[src/rtl/float_mul_issue_queue.sv]
// Operand FIFO feeding a single-outstanding req/ack multiplier, with a tagged
// valid/ready result register on the output side.
module float_mul_issue_queue #(
  parameter int unsigned float_width = 32,
  parameter int unsigned DEPTH       = 4,
  parameter int unsigned TAG_WIDTH   = 4
) (
  input  logic                         clk,
  input  logic                         rst,
  input  logic                         in_valid,
  output logic                         in_ready,
  input  logic [float_width-1:0]       in_a,
  input  logic [float_width-1:0]       in_b,
  input  logic [TAG_WIDTH-1:0]         in_tag,
  output logic                         mul_req,
  output logic [float_width-1:0]       mul_a,
  output logic [float_width-1:0]       mul_b,
  input  logic                         mul_ack,
  input  logic [float_width-1:0]       mul_out,
  output logic                         res_valid,
  input  logic                         res_ready,
  output logic [float_width-1:0]       res_out,
  output logic [TAG_WIDTH-1:0]         res_tag,
  output logic [$clog2(DEPTH+1)-1:0]   count,
  output logic                         err
);

  localparam int unsigned PtrW = $clog2(DEPTH);
  localparam int unsigned CntW = $clog2(DEPTH + 1);
  localparam logic [CntW-1:0] Full = CntW'(DEPTH);

  typedef enum logic [1:0] {StIdle, StWait, StDrain} state_e;

  state_e state_q, state_d;

  logic [float_width-1:0] mem_a   [DEPTH];
  logic [float_width-1:0] mem_b   [DEPTH];
  logic [TAG_WIDTH-1:0]   mem_tag [DEPTH];

  logic [PtrW-1:0]      wr_ptr, rd_ptr;
  logic [CntW-1:0]      count_d;
  logic [TAG_WIDTH-1:0] cur_tag;
  logic                 push, pop, capture, accept;

  // in_ready comes from the registered count only, so a full FIFO refuses a
  // push even in a cycle where it also pops.
  assign in_ready = (count != Full);
  assign push     = in_valid && in_ready;
  assign pop      = (state_q == StIdle) && (count != '0) && !res_valid;
  assign capture  = (state_q == StWait) && mul_ack;
  assign accept   = (state_q == StDrain) && res_valid && res_ready;

  always_comb begin
    count_d = count;
    case ({push, pop})
      2'b10:   count_d = count + CntW'(1);
      2'b01:   count_d = count - CntW'(1);
      default: count_d = count;
    endcase
  end

  always_comb begin
    state_d = state_q;
    unique case (state_q)
      StIdle:  if (pop) state_d = StWait;
      StWait:  if (mul_ack) state_d = StDrain;
      StDrain: if (res_valid && res_ready) state_d = StIdle;
      default: state_d = StIdle;
    endcase
  end

  always_ff @(posedge clk or posedge rst) begin
    if (rst) begin
      state_q <= StIdle;
    end else begin
      state_q <= state_d;
    end
  end

  // Storage has no reset; entries are only read after being written.
  always_ff @(posedge clk) begin
    if (push) begin
      mem_a[wr_ptr]   <= in_a;
      mem_b[wr_ptr]   <= in_b;
      mem_tag[wr_ptr] <= in_tag;
    end
  end

  always_ff @(posedge clk or posedge rst) begin
    if (rst) begin
      wr_ptr    <= '0;
      rd_ptr    <= '0;
      count     <= '0;
      mul_req   <= 1'b0;
      mul_a     <= '0;
      mul_b     <= '0;
      cur_tag   <= '0;
      res_valid <= 1'b0;
      res_out   <= '0;
      res_tag   <= '0;
      err       <= 1'b0;
    end else begin
      count <= count_d;
      if (push) wr_ptr <= wr_ptr + PtrW'(1);
      // A pop is the only way into WAIT, so req is high exactly one cycle.
      mul_req <= pop;
      if (pop) begin
        rd_ptr  <= rd_ptr + PtrW'(1);
        mul_a   <= mem_a[rd_ptr];
        mul_b   <= mem_b[rd_ptr];
        cur_tag <= mem_tag[rd_ptr];
      end
      if (capture) begin
        res_out   <= mul_out;
        res_tag   <= cur_tag;
        res_valid <= 1'b1;
      end else if (accept) begin
        res_valid <= 1'b0;
      end
      if (mul_ack && (state_q != StWait)) err <= 1'b1;
    end
  end

endmodule

[config.mk]
export PLATFORM = sky130hd
export DESIGN_NAME = float_mul_issue_queue
export DESIGN_NICKNAME = d
export VERILOG_FILES = /design/src/rtl/float_mul_issue_queue.sv
export SDC_FILE = /design/constraint.sdc
export NUM_CORES = 1
export LEC_CHECK = 0
export CAP_MARGIN = 20
export CORE_MARGIN = 5
export CORE_UTILIZATION = 50
export DETAILED_ROUTE_END_ITERATION = 8
export HOLD_SLACK_MARGIN = 0.03
export PLACE_DENSITY_LB_ADDON = 0.15
export SLEW_MARGIN = 20
export SYNTH_ARGS = -nofsm -noshare
export SYNTH_HDL_FRONTEND = slang
export SYNTH_SLANG_ARGS = --single-unit
[constraint.sdc]
create_clock -name clk -period 5.9 [get_ports clk]
set_input_delay 0.59 -clock clk [delete_from_list [all_inputs] [get_ports clk]]
set_output_delay 0.59 -clock clk [all_outputs]
set_load 0.01 [all_outputs]
# Yosys cells after proc, flatten, opt, wreduce, memory -nomap -nowiden
# Memory sizes are Yosys's and may differ from the RTL's. A register that Yosys moved wholly into a read port is not among the register bits.
# Cells that the tools add are included.
[word_totals]
register_bits = 48
latchBits = 0
ramBits = 272
mem_bits_ro = 0
out_inout_bits = 107
memories = 3
[op_classes]
add_sub_neg = 4
multipliers = 0
div_mod_pow = 0
n_lt_le_gt_ge = 0
eq_ne = 9
n_shift = 0
n_mux = 9
bitwise_logic = 0
n_reduce_logical = 14
[memory_table]
columns = ["memory", "words", "width", "read_ports", "rd_ports_with_merged_regs", "write_ports", "line_no", "source"]
rows = [
  ["mem_a", 4, 32, 1, 1, 1, "36", "logic [float_width-1:0] mem_a [DEPTH];"],
  ["mem_b", 4, 32, 1, 1, 1, "37", "logic [float_width-1:0] mem_b [DEPTH];"],
  ["mem_tag", 4, 4, 1, 1, 1, "38", "logic [TAG_WIDTH-1:0] mem_tag [DEPTH];"],
]
[ops]
columns = ["cell", "count"]
rows = [
  ["logical AND 1 bit", 8],
  ["two-way mux 2 bit", 3],
  ["case mux 2 bit (3 select lines)", 1],
  ["case mux 3 bit (2 select lines)", 1],
  ["adder 2 x 1 -> 2 bit, second input constant", 2],
  ["equality test 2 x 1 -> 1 bit, second input constant", 2],
  ["equality test 2 bit, second input constant", 2],
  ["two-way mux 1 bit", 4],
  ["!= test 2 x 1 -> 1 bit, second input constant", 2],
  ["!= test 2 bit, second input constant", 2],
  ["nonzero test 2 bit", 2],
  ["adder 3 x 1 -> 3 bit, second input constant", 1],
  ["!= test 3 bit, second input constant", 1],
  ["AND reduction 3 bit", 1],
  ["nonzero test 3 bit", 1],
  ["subtractor 3 x 1 -> 3 bit, second input constant", 1],
  ["zero test 2 bit", 1],
  ["zero test 1 bit", 1],
]

# Logic depth before layout (Yosys ltp)
[logic_depth]
depth_word = 5
depth_mapped = 10
ltp_nobuf = 9

# Worst setup path after synthesis
# OpenSTA, ideal clock, no wires.
[synth_path]
path_type = "flip-flop to flip-flop"
startpoint = "register count[2]"
endpoint = "memory mem_a[0][0] (enable)"
arrival_ns = 2.386
required_time_ns = 5.466
setup_slack_ns = 3.080
stages_incl_launch_ff = 3
n_path_buf = 0
synth_period_minus_slack_ns = 2.820
cell_sequence = "dfrtp_1 > or3b_1 > and3_1"
[synth_via]
elab_chain_len = 4
[synth_rtl]
columns = ["element", "line_no", "source"]
rows = [
  ["from (decl)", "24", "output logic [$clog2(DEPTH+1)-1:0] count,"],
  ["from (signal assigned)", "103", "count <= count_d;"],
  ["!= test 3 bit", "47", "assign in_ready = (count != Full);"],
  ["via in_ready", "11", "output logic in_ready,"],
  ["logical AND 1 bit", "48", "assign push = in_valid && in_ready;"],
  ["two-way mux 1 bit", "82", "if (push) begin"],
  ["two-way mux 1 bit (implied by the code)", "83", "mem_a[wr_ptr] <= in_a;"],
  ["to (decl)", "36", ""],
]
# The timed path passes the listed nets, and every way through them passes these cells.

==> results_tabular.tex <==
\begin{tabular}{lr}
\hline
Metric & Value \\
\hline
\multicolumn{2}{l}{\textbf{Critical path}} \\
Max Fanout on Critical Path & 37 \\
Critical path's largest stage delay & 870 ps \\
Worst setup path category & flip-flop to flip-flop \\
Worst path slowest cell & dfrtp\_4 \\
Critical path required time & 6290 ps \\
Register-to-register setup slack & 3260 ps \\
CP startpoint kind & flip-flop \\
Kind of end point of the critical path & flip-flop \\
Data arrival time of the worst path & a little over 3000 ps \\
Cell breakdown of the critical path & buf\_4, mux4\_2, mux2\_2 \\
\multicolumn{2}{l}{\textbf{STA}} \\
Count of final setup violators & 0 \\
Final-layout setup total negative slack & 0 ps \\
Final Max Tran Viols & 0 \\
Setup repair after global routing missed its margin & no \\
Final period demand of the worst path & roughly 2600 ps \\
Part of the cycle the worst path needs & between 40 and 50\% \\
Transition time of the tightest slew-check pin & 1070 ps \\
Final worst clock skew & 11.2 ps \\
Final Hold Viols & 0 \\
Post-route worst setup slack & 3260 ps \\
Worst slew margin & 29.0\% \\
Highest attainable clock frequency & 0.379 GHz \\
Worst hold slack after final layout & 474 ps \\
\multicolumn{2}{l}{\textbf{Placed design}} \\
GPL Wtd Cong & 0.697 \\
DP Wirelength & between 15 and 20 mm \\
Placed standard-cell area & 16800 um\^{}2 \\
Pre-CTS setup slack & 3150 ps \\
Count of input and output buffers & 211 \\
\multicolumn{2}{l}{\textbf{Drt}} \\
DR WL/cell & 21.4 um \\
Post-detailed-routing wire length & 27.4 mm \\
1st-pass router iterations & 4 \\
Detailed-route via count & 6797 \\
Detailed-route DRC error count & 0 \\
Number of antenna-violating nets in the routed design & 0 \\
Iteration-0 DRC Markers & 346 \\
Drt via density & between 5 and 6 \\
\multicolumn{2}{l}{\textbf{Die}} \\
Die extent in x & 179 um \\
Overall die area & 32100 um\^{}2 \\
Starting Density & about half \\
Area inside the core boundary & between 20000 and 30000 um\^{}2 \\
Vert. Die Dim & 179 um \\
\# rows & between 60 and 70 \\
Boundary pin count & 212 \\
\multicolumn{2}{l}{\textbf{Global route}} \\
GRT Total Usage & 17.2\% \\
Largest net degree at the start of global routing & 72 \\
Number of global-route vias before repair & 7376 \\
Initial antenna violation count & 1 \\
Global-route wire length before repair & about 42 mm \\
Global route total overflow & 0 \\
\multicolumn{2}{l}{\textbf{Job}} \\
Max-Cap Viols & 0 \\
\multicolumn{2}{l}{\textbf{Synth}} \\
Number of synthesized register bits & about 390 \\
Warnings from Yosys & 0 \\
Sequential-to-total area share from yosys stat & between 70 and 80\% \\
Count of flip-flops with a built-in enable after synthesis & 272 \\
Post-Syn Instances & 631 \\
Post-Synthesis Net Count & 742 \\
Post-synth ARST share & between 20\% and 30\% \\
Primary flip-flop cell chosen by synthesis mapping & edfxtp\_1 \\
Area of the mapped netlist & about 14000 um\^{}2 \\
Avg Synthesized Cell Area & 22.7 um\^{}2 \\
Number of distinct standard cells referenced by the synthesized netlist & 29 \\
\multicolumn{2}{l}{\textbf{Finish}} \\
Ratio of cells with drive above 1 in the final layout & 27.6\% \\
Diodes inserted & 0 \\
Most frequent cells in the layout & edfxtp\_1 (272), clkdlybuf4s50\_1 (211), dfrtp\_1 (114), mux2\_2 (102), mux4\_2 (68) \\
Synthesis-to-finish area growth & 26.8\% \\
Net total in the final layout & 975 \\
Post-route cell area & 18100 um\^{}2 \\
Most common library cell in the layout ignoring fill and taps & edfxtp\_1 \\
\multicolumn{2}{l}{\textbf{Power and ir drop}} \\
Peak VDD IR & 0.000325 V \\
PnR Total Power & 9350 uW \\
Leak Pwr & 0.00643 uW \\
Power density relative to cell area & between 500 and 600 nW/um\^{}2 \\
\multicolumn{2}{l}{\textbf{Min path}} \\
Kind of path behind the tightest hold check & flip-flop to flip-flop \\
\multicolumn{2}{l}{\textbf{Clock network}} \\
Clock edge transition at the registers on the reported setup and hold paths & approximately 60 ps \\
Post-CTS Resized & 0 \\
Number of post-CTS setup repair buffers & 0 \\
Worst skew pair latency & 520 ps \\
Buffer type at the clock tree root & clkbuf\_16 \\
TritonCTS buffer count & 39 \\
Clk sink count & slightly below 400 \\
Number of hold buffers added after cts & 0 \\
Htree depth & 2 \\
Clock tree from TritonCTS & yes \\
Buffers from clock root to sink, at most & 3 \\
\multicolumn{2}{l}{\textbf{Status}} \\
Outcome & complete, no violations \\
\hline
\end{tabular}
-- cell usage after synthesis, drive strengths merged, types with 2 or more instances --
| master | count | share of area (%) |
|---|---|---|
| ha | 5 | 0.44 |
| xor2 | 4 | 0.24 |
| and3 | 4 | 0.17 |
| nand2 | 2 | 0.053 |
| edfxtp | 272 | 57 |
| buf | 23 | 1.3 |
| nor3 | 2 | 0.070 |
| dfrtp | 116 | 20 |
| xnor2 | 2 | 0.12 |
| mux2 | 105 | 8.3 |
| a21oi | 2 | 0.070 |
| mux4 | 68 | 11 |
| o21ai | 2 | 0.070 |
| clkbuf | 5 | 0.13 |
| inv | 8 | 0.21 |
-- kinds of logic (layout without fill, tap and decap cells) --
group | after synthesis | in the layout | synth area share, %
DFF | 388 | 388 | 77.4
muxes | 174 | 174 | 19.1
buffers and inverters | 36 | 299 | 1.64
and+or+nand+nor | 15 | 15 | 0.647
adders and majority gates | 6 | 6 | 0.577
AOI/OAI and AO/OA | 6 | 6 | 0.245
xor gates and xnor gates | 6 | 6 | 0.367
-- worst paths after layout --
kind	from	end	depth (start not counted)
setup reg to reg	rd_ptr[0]	cur_tag[1]	3
max in group asynchronous	rst	rd_ptr[1]	3
hold reg to reg	err	err	1
setup / recovery	rd_ptr[0]	cur_tag[1]	3
min in group asynchronous	rst	res_out[11]	2
hold / removal	err	err	1
-- power breakdown --
group / switching (uW) / leakage [uW] / internal [uW]
Combinational: 1070 / 0.00192 / 1650
Sequential: 469 / 0.00388 / 3750
Clock: 958 / 0.000626 / 1450
Total: 2500 / 0.00643 / 6850
-- per-layer routing --
metal / share of wire, % / track usage (%) / vias up
met4: 1.7 / 3.87 / 2
met1: 40 / 21.7 / 3575
met5: 0.040 / 0 / -
met3: 7.2 / 4.47 / 45
li1: - / - / 2991
met2: 52 / 30.1 / 184
-- flip-flops by register name (all words and copies together), names as in the netlist --
signal	flops
mem_a	128
mem_b	128
mul_a	32
mul_b	32
res_out	32
mem_tag	16
cur_tag	4
res_tag	4
count	3
rd_ptr	2
state_q	2
wr_ptr	2
err	1
mul_req	1
res_valid	1
-- worst max-delay path, delay by kind of cell (launching register included) --
kind | cells | cell delay, ps
buffers and inverters | 1 | 740
flip-flops | 1 | 870
multiplexers | 2 | 870
-- through the flow --
stage          instances  utilization (%)
3_3_place_gp        1203             58.9
5_1_grt             1278             63.7
4_1_cts             1274             63.4
3_5_place_dp        1203             58.9
6_report            1278             63.7
2_1_floorplan        631                -
-- area by class of cell --
cell class / count / area (um^2)
clock buffer: 60 / 1170
clock inverter: 11 / 101
fill: 1956 / 10300
inverter: 8 / 35.0
multi-input combinational: 207 / 3030
sequential: 388 / 11100
tap: 384 / 480
timing repair buffer: 220 / 2250
No activity file was read; power rests on OpenSTA's default activity.
